## config.mk

```make
export PLATFORM = sky130hd
export DESIGN_NAME = alsu_req_arbiter
export DESIGN_NICKNAME = d
export VERILOG_FILES = /design/src/rtl/alsu_pkg.sv /design/src/rtl/alsu_req_arbiter_rr_picker.sv /design/src/rtl/alsu_req_arbiter.sv
export SDC_FILE = /design/constraint.sdc
export NUM_CORES = 1
export LEC_CHECK = 0
export ABC_AREA = 1
export CORE_ASPECT_RATIO = 0.75
export CORE_MARGIN = 10
export CORE_UTILIZATION = 46
export CTS_CLUSTER_SIZE = 28
export DETAILED_ROUTE_END_ITERATION = 10
export PLACE_DENSITY = 0.9
export REMOVE_ABC_BUFFERS = 1
export SYNTH_ARGS = -nofsm -noshare
export SYNTH_HDL_FRONTEND = slang
export SYNTH_SLANG_ARGS = --single-unit
```

## constraint.sdc

```tcl
create_clock -name clk -period 6.1 [get_ports clk]
set_input_delay 0.61 -clock clk [delete_from_list [all_inputs] [get_ports clk]]
set_output_delay 0.61 -clock clk [all_outputs]
set_load 0.01 [all_outputs]
```

## src/rtl/alsu_pkg.sv

```systemverilog
// Shared definitions for the ALSU front-end: opcodes, command layout, FSM states.
// Field offsets are functions of WIDTH so the layout scales with operand size.
package alsu_pkg;

    localparam logic [2:0] OP_AND     = 3'b000;
    localparam logic [2:0] OP_XOR     = 3'b001;
    localparam logic [2:0] OP_ADD     = 3'b010;
    localparam logic [2:0] OP_MULT    = 3'b011;
    localparam logic [2:0] OP_SUB_ABS = 3'b100;
    localparam logic [2:0] OP_DIV     = 3'b101;

    typedef enum logic [1:0] {IDLE, EXEC, RESP} state_t;

    function automatic int cmd_w(input int w);
        return 2*w + 8;
    endfunction

    function automatic int off_a(input int w);     return 0;       endfunction
    function automatic int off_b(input int w);     return w;       endfunction
    function automatic int off_cin(input int w);   return 2*w;     endfunction
    function automatic int off_red_a(input int w); return 2*w + 1; endfunction
    function automatic int off_red_b(input int w); return 2*w + 2; endfunction
    function automatic int off_op(input int w);    return 2*w + 3; endfunction
    function automatic int off_byp_a(input int w); return 2*w + 6; endfunction
    function automatic int off_byp_b(input int w); return 2*w + 7; endfunction

endpackage

```

## src/rtl/alsu_req_arbiter_rr_picker.sv

```systemverilog
// Round-robin picker: first set bit of valid at or above ptr, wrapping modulo N.
// Purely combinational so it can be dropped in front of any shared resource.
module rr_picker #(
    parameter int N    = 4,
    parameter int IDXW = $clog2(N)
) (
    input  logic [N-1:0]    valid,
    input  logic [IDXW-1:0] ptr,
    output logic [N-1:0]    grant,
    output logic [IDXW-1:0] grant_idx
);

    logic found;
    int   j;

    always_comb begin
        grant     = '0;
        grant_idx = '0;
        found     = 1'b0;
        j         = 0;
        for (int k = 0; k < N; k++) begin
            j = int'(ptr) + k;
            if (j >= N) j = j - N;
            if (!found && valid[j]) begin
                found     = 1'b1;
                grant[j]  = 1'b1;
                grant_idx = IDXW'(j);
            end
        end
    end

endmodule

```

## src/rtl/alsu_req_arbiter.sv

```systemverilog
// Shares one combinational ALSU between NUM_REQ requesters: round-robin grant,
// registered operands, one settle cycle, then a tagged valid/ready response.
module alsu_req_arbiter
    import alsu_pkg::*;
#(
    parameter  int NUM_REQ = 4,
    parameter  int WIDTH   = 4,
    localparam int CMD_W   = 2*WIDTH + 8,
    localparam int IDW     = $clog2(NUM_REQ)
) (
    input  logic                     clk,
    input  logic                     rst_n,
    input  logic [NUM_REQ-1:0]       req_valid,
    input  logic [NUM_REQ*CMD_W-1:0] req_cmd,
    output logic [NUM_REQ-1:0]       req_ready,
    output logic [WIDTH-1:0]         alsu_A,
    output logic [WIDTH-1:0]         alsu_B,
    output logic                     alsu_Cin,
    output logic                     alsu_red_op_A,
    output logic                     alsu_red_op_B,
    output logic                     alsu_bypass_A,
    output logic                     alsu_bypass_B,
    output logic [2:0]               alsu_Opcode,
    input  logic [2*WIDTH-1:0]       alsu_out,
    input  logic                     alsu_odd_parity,
    input  logic                     alsu_invalid,
    output logic                     rsp_valid,
    input  logic                     rsp_ready,
    output logic [IDW-1:0]           rsp_id,
    output logic [2*WIDTH-1:0]       rsp_out,
    output logic                     rsp_odd_parity,
    output logic                     rsp_invalid,
    output logic [7:0]               invalid_count,
    output logic                     busy
);

    state_t               state_q, state_d;
    logic [IDW-1:0]       ptr_q, ptr_d;
    logic [IDW-1:0]       id_q, id_d;
    logic [CMD_W-1:0]     cmd_q, cmd_d;
    logic [2*WIDTH-1:0]   out_q, out_d;
    logic                 par_q, par_d;
    logic                 inv_q, inv_d;
    logic [7:0]           cnt_q, cnt_d;

    logic [NUM_REQ-1:0]   grant;
    logic [IDW-1:0]       gidx;
    logic [CMD_W-1:0]     cmd_sel;

    rr_picker #(.N(NUM_REQ), .IDXW(IDW)) u_picker (
        .valid     (req_valid),
        .ptr       (ptr_q),
        .grant     (grant),
        .grant_idx (gidx)
    );

    assign cmd_sel = req_cmd[gidx*CMD_W +: CMD_W];

    always_comb begin
        state_d   = state_q;
        ptr_d     = ptr_q;
        id_d      = id_q;
        cmd_d     = cmd_q;
        out_d     = out_q;
        par_d     = par_q;
        inv_d     = inv_q;
        cnt_d     = cnt_q;
        req_ready = '0;
        unique case (state_q)
            IDLE: begin
                if (|req_valid) begin
                    req_ready = grant;
                    cmd_d     = cmd_sel;
                    id_d      = gidx;
                    ptr_d     = (gidx == IDW'(NUM_REQ-1)) ? '0 : gidx + 1'b1;
                    state_d   = EXEC;
                end
            end
            EXEC: begin
                out_d   = alsu_out;
                par_d   = alsu_odd_parity;
                inv_d   = alsu_invalid;
                if (alsu_invalid && cnt_q != 8'hFF) cnt_d = cnt_q + 8'd1;
                state_d = RESP;
            end
            RESP: begin
                if (rsp_ready) state_d = IDLE;
            end
            default: state_d = IDLE;
        endcase
    end

    always_ff @(posedge clk) begin
        if (!rst_n) begin
            state_q <= IDLE;
            ptr_q   <= '0;
            id_q    <= '0;
            cmd_q   <= '0;
            out_q   <= '0;
            par_q   <= 1'b0;
            inv_q   <= 1'b0;
            cnt_q   <= '0;
        end else begin
            state_q <= state_d;
            ptr_q   <= ptr_d;
            id_q    <= id_d;
            cmd_q   <= cmd_d;
            out_q   <= out_d;
            par_q   <= par_d;
            inv_q   <= inv_d;
            cnt_q   <= cnt_d;
        end
    end

    // Operands stay on the ALSU after capture until the next grant.
    assign alsu_A        = cmd_q[off_a(WIDTH)     +: WIDTH];
    assign alsu_B        = cmd_q[off_b(WIDTH)     +: WIDTH];
    assign alsu_Cin      = cmd_q[off_cin(WIDTH)];
    assign alsu_red_op_A = cmd_q[off_red_a(WIDTH)];
    assign alsu_red_op_B = cmd_q[off_red_b(WIDTH)];
    assign alsu_Opcode   = cmd_q[off_op(WIDTH)    +: 3];
    assign alsu_bypass_A = cmd_q[off_byp_a(WIDTH)];
    assign alsu_bypass_B = cmd_q[off_byp_b(WIDTH)];

    assign rsp_valid      = (state_q == RESP);
    assign rsp_id         = id_q;
    assign rsp_out        = out_q;
    assign rsp_odd_parity = par_q;
    assign rsp_invalid    = inv_q;
    assign invalid_count  = cnt_q;
    assign busy           = (state_q != IDLE);

endmodule

```

## Word level (Yosys, flattened, before mapping)

Cells that the tools add are included.

| word-level totals | value |
|---|---|
| register bits after elaboration | 40 |
| input bits | 81 |
| output and inout port bits | 42 |
| logic and storage cells | 97 |

| cells by class | value |
|---|---|
| add/sub/neg operators | 9 |
| $lt $le $gt $ge | 12 |
| equality and inequality tests | 6 |
| shifts and indexed selects | 1 |
| mux-type cells | 41 |
| bitwise operators | 3 |
| reductions and logical operators | 17 |

Operators with widths:

| cell | count |
|---|---|
| 32-bit by 1-bit >= comparator with 1-bit output (second input constant) | 4 |
| 32-bit by 4-bit less-than comparator with 1-bit output (second input constant) | 4 |
| 32-bit 2-to-1 mux | 4 |
| 32-bit by 4-bit >= comparator with 1-bit output (second input constant) | 3 |
| 32-bit by 4-bit subtractor with 32-bit output (second input constant) | 3 |
| 64-bit by 7-bit indexed part select with 16-bit output | 1 |
| 4-bit 2-to-1 mux | 6 |
| 1-bit 2-to-1 mux | 15 |
| 2-bit 2-to-1 mux | 7 |
| 4-bit bitwise OR | 3 |
| 8-bit by 1-bit adder with 8-bit output (second input constant) | 1 |
| 1-bit binary-select mux with 2-bit select | 4 |
| 1-bit demux with 2-bit select | 4 |
| 1-bit logical AND | 8 |
| 8-bit inequality test (second input constant) | 1 |
| 2-bit by 2-bit adder with 3-bit output (second input constant) | 2 |
| 2-bit one-hot mux with 3 select lines | 1 |
| 2-bit AND reduction | 3 |
| 2-bit equality test (second input constant) | 2 |
| 4-bit OR reduction | 1 |
| 2-bit by 3-bit subtractor with 4-bit output (second input constant) | 1 |
| 2-bit by 1-bit adder with 3-bit output (second input constant) | 1 |
| 2-bit by 3-bit >= comparator with 1-bit output (second input constant) | 1 |
| 1-bit zero test | 3 |
| other kinds (6) | 6 |

## Depth between registers and ports, before layout

| depth | value |
|---|---|
| depth in word-level cells | 17 |
| depth in mapped cells | 17 |
| gate-level depth less buffers | 16 |

## Modules after synthesis

Synthesis repeated with hierarchy kept, for this count alone.

| unflattened totals | value |
|---|---|
| cell total of the unflattened synthesis | 420 |
| area total of the unflattened synthesis | 2753.9 µm² |

By module, submodules not included:

| module | times used | cells each | area each (µm²) | sequential area each (µm²) |
|---|---|---|---|---|
| alsu_req_arbiter | 1 | 335 | 2200.9 | 800.8 |
| rr_picker | 1 | 85 | 553.0 | 0.0 |

## Worst setup path after synthesis

No wires, ideal clock.

| timing | value |
|---|---|
| kind | flip-flop to output port |
| start | reg ptr_q[0] |
| end | out req_ready[1] |
| arrival time | 1766 ps |
| data required time | 5490 ps |
| path slack | 3724 ps |
| stages on the path, launching flop included | 13 |
| buffers on the path | 1 |
| cells stage by stage | dfxtp_1 buf_6 inv_6 ha_1 nand3_1 nand2_2 nor2_8 inv_1 nor2_1 nand2_1 o211ai_1 nand2_1 inv_1 |

| on the way | value |
|---|---|
| longest elaborated chain between the ends | 17 |
| elaborated cells on any way between the ends | 65 |
| classes of those cells | add/sub (7); order compare (12); mux (33); bitwise (3); reduce/logical (10) |

Ends and longest elaborated chain:

| what | line | source |
|---|---|---|
| from (decl) | alsu_req_arbiter.sv:38 | `logic [IDW-1:0] ptr_q, ptr_d;` |
| from (signal assigned) | alsu_req_arbiter.sv:105 | `ptr_q <= ptr_d;` |
| branches (longest 14 deep; another with 32-bit by 4-bit subtractor with 32-bit output) | n/a |  |
| 4-bit 2-to-1 mux (*) | alsu_req_arbiter_rr_picker.sv:24 | `if (!found && valid[j]) begin` |
| 4-bit 2-to-1 mux (*) | alsu_req_arbiter.sv:71 | `if (\|req_valid) begin` |
| 4-bit 2-to-1 mux (*) | alsu_req_arbiter.sv:69 | `unique case (state_q)` |
| to (decl) | alsu_req_arbiter.sv:15 | `output logic [NUM_REQ-1:0] req_ready,` |

Every way passes the cells marked *. The select of a mux whose other input is x is not followed.

## Worst setup path in the final report

| timing | value |
|---|---|
| start | reg ptr_q[0] |
| end | out req_ready[0] |

Same word-level chain as after synthesis.

==> results_dict.tcl <==
set metrics [dict create \
    fin_crit_sh_pct 58.89 \
    place_area_um2 4028 \
    dr.pass1.iters 5 \
    drv_slew 0 \
    powerDensity_nw_per_um2 414.2 \
    n_antenna_cell 0 \
    cts_sinks 40 \
    die-area_um2 9706 \
    relSlewSlack_pct 45.48 \
    hold_end "rsp_invalid" \
    setup_violations 0 \
    max_cap_violations 0 \
    areaGrowthSynthToFinish_pct 45.37 \
    port_buffers 122 \
    grt_antenna_before_repair 0 \
    slowest_delay_ns 0.62 \
    cts_buffers 5 \
    reg2reg_depth 12 \
    synth_edf_count 0 \
    cp-end-kind "primary output" \
    globalplace.congestion 0.9241 \
    irDropWorstVdd_mv 0.2417 \
    final_cell_mix "nand2_1 (127), clkdlybuf4s50_1 (122), inv_1 (84)" \
    io_pins 123 \
    tritoncts "done" \
    synth.cell_area_um2 2824 \
    async_flop_share_pct 0 \
    synth-seq-cells 40 \
    insertion_delay_ns 0.29 \
    clk_pin_slew_ns 0.07 \
    viasPerCell 5.011 \
    path_class "register to primary output" \
    nets 670 \
    whs_path_depth 2 \
    reg2reg_setup_slack_ns 3.04 \
    fin_skew_ns 0.004582 \
    holdCritPathClass "register to register" \
    r2r-end "cmd_q[4]" \
    cp_common_cell "inv_1" \
    rows 24 \
    finalHoldViolCount 0 \
    synth.distinct_cells 34 \
    fp.dieW_um 110.5 \
    max-clock-path-buffers 2 \
    wl_per_cell_um 14.15 \
    tns_ns 0 \
    chipHeight_um 87.86 \
    rsz0062_at_grt "no" \
    cp.required_ns 5.49 \
    nFillCells 503 \
    routed_wl_mm 9.366 \
    grt_pass1_wl_mm 15.12 \
    vias 3317 \
    first_global_vias 3116 \
    ant_nets 0 \
    period_needed_ns 3.592 \
    crit_path_start_kind "register" \
    cts-root-buf "clkbuf_8" \
    r2r-start "ptr_q[0]" \
    worst_pin_slew_ns 0.8152 \
    cp_cell_sequence "inv_6 > ha_1 > nand3_1 > nand2_2 > nor2_8 > inv_1 > nor2_1 > a21oi_1 > o21ai_0 > nand2_1 > inv_1 > clkdlybuf4s50_1" \
    layout-drive-gt1-share_pct 5.479 \
    clock.fmax_ghz 0.2784 \
    first_iter_violations 179 \
    crit_slowest_cell "dfxtp_1" \
    htree_levels 2 \
    grt_remaining_overflow 0 \
    synth_area_per_cell_um2 5.958 \
    drc_errors 0 \
    critPathMaxFanout 11 \
    hp-start "rsp_invalid" \
    arrival_ns 2.98 \
    coreArea_um2 5886 \
    synth_flop_cell "dfxtp_1" \
    cts_resized 0 \
    cts_setup_buffers 0 \
    status "finished, final reports clean" \
    layout_commonest_cell "nand2_1" \
    p_leak_nw 2.034 \
    synthCells 474 \
    grt_max_degree 36 \
    yosysSeqAreaShare_pct 28.36 \
    yosysWarnings 0 \
    start_util_pct 47.98 \
    grtUsageTotal_pct 18.32 \
    hold_buffers 0 \
    hpwlAfterDp_mm 7.148 \
    fin_area_um2 4105 \
]
power by group:
part           internal (W)  leakage, nW  switching, W  total [W]
combinational      0.000439         1.66      0.000725    0.00116
sequential         0.000325        0.330     0.0000437   0.000369
clock             0.0000778       0.0410     0.0000897   0.000168
final cells by class:
class                   count  area (um2)  share of cell area (%)
clock inverters             1       5.005                  0.1219
inverters                  90       342.8                   8.351
repair buffers            123        1229                   29.93
well taps                  78       97.59                   2.377
flip-flops and latches     40       800.8                   19.51
clock buffers               6       72.57                   1.768
multi-input cells         324        1558                   37.95
kinds of logic after synthesis:
logic type | synth area share [%]
buffers and inverters | 16.57
adders and majority gates | 2.215
and+or+nand+nor | 45.06
DFF | 28.36
AOI/OAI and AO/OA | 7.799
worst max-delay path, delay by kind of cell, from the launching register on:
family,cells,cell delay [ns]
and+or+nand+nor,5,0.68
AOI/OAI and AO/OA,2,0.21
DFF,1,0.62
adders and majority gates,1,0.41
buffers and inverters,4,0.75
state kept, by name, summed over array words and instances, names as in the netlist:
name and cells:
cmd_q 16, invalid_count 8, rsp_out 8, ptr_q 2, rsp_id 2, state_q 2, rsp_invalid 1, rsp_odd_parity 1
per-layer routing:
layer | GRT usage [%] | wire length [um] | vias to the layer above
li1 | - | - | 1678
met1 | 19.80 | 3647 | 1470
met2 | 34.56 | 4844 | 151
met3 | 5.260 | 745 | 18
met4 | 5.071 | 129 | 0
met5 | 0 | 0 | -
Yosys cell counts (3+ instances only):
library cell	number	share of area, %
a21oi_1	12	2.1
buf_2	4	0.71
buf_6	5	2.0
clkbuf_1	8	1.1
dfxtp_1	40	28
ha_1	5	2.2
inv_1	84	11
inv_2	3	0.40
nand2_1	127	17
nand2_2	6	1.3
nand2_4	5	2.0
nand3_1	71	13
nand3_2	3	1.1
nor2_1	54	7.2
nor3_1	4	0.71
o21ai_0	20	3.5
worst max path at each step:
stage / end / depth (start not counted) / slack, ns / from
after global routing: req_ready[0] / 13 / 2.34 / ptr_q[0]
after detailed placement: req_ready[0] / 13 / 2.70 / req_valid[3]
after CTS: req_ready[0] / 12 / 2.56 / ptr_q[0]
final: req_ready[0] / 12 / 2.51 / ptr_q[0]
after global placement: req_ready[3] / 13 / 2.85 / req_valid[2]
after floorplan: cmd_q[13] / 8 / 3.52 / req_valid[1]
through the flow:
step	setup slack (ns)	total power [W]	cells	utilization (%)	hold WS [ns]
floorplan	3.522	0.001128	454	-	0.4900
global placement	2.848	0.001478	655	68.43	0.4523
detailed placement	2.704	0.001520	655	68.43	0.4717
CTS	2.556	0.001691	662	69.75	0.4886
global route	2.342	0.001857	662	69.75	0.5085
finish	2.508	0.001700	662	69.75	0.4825
Power figures use the tool's default switching activity.
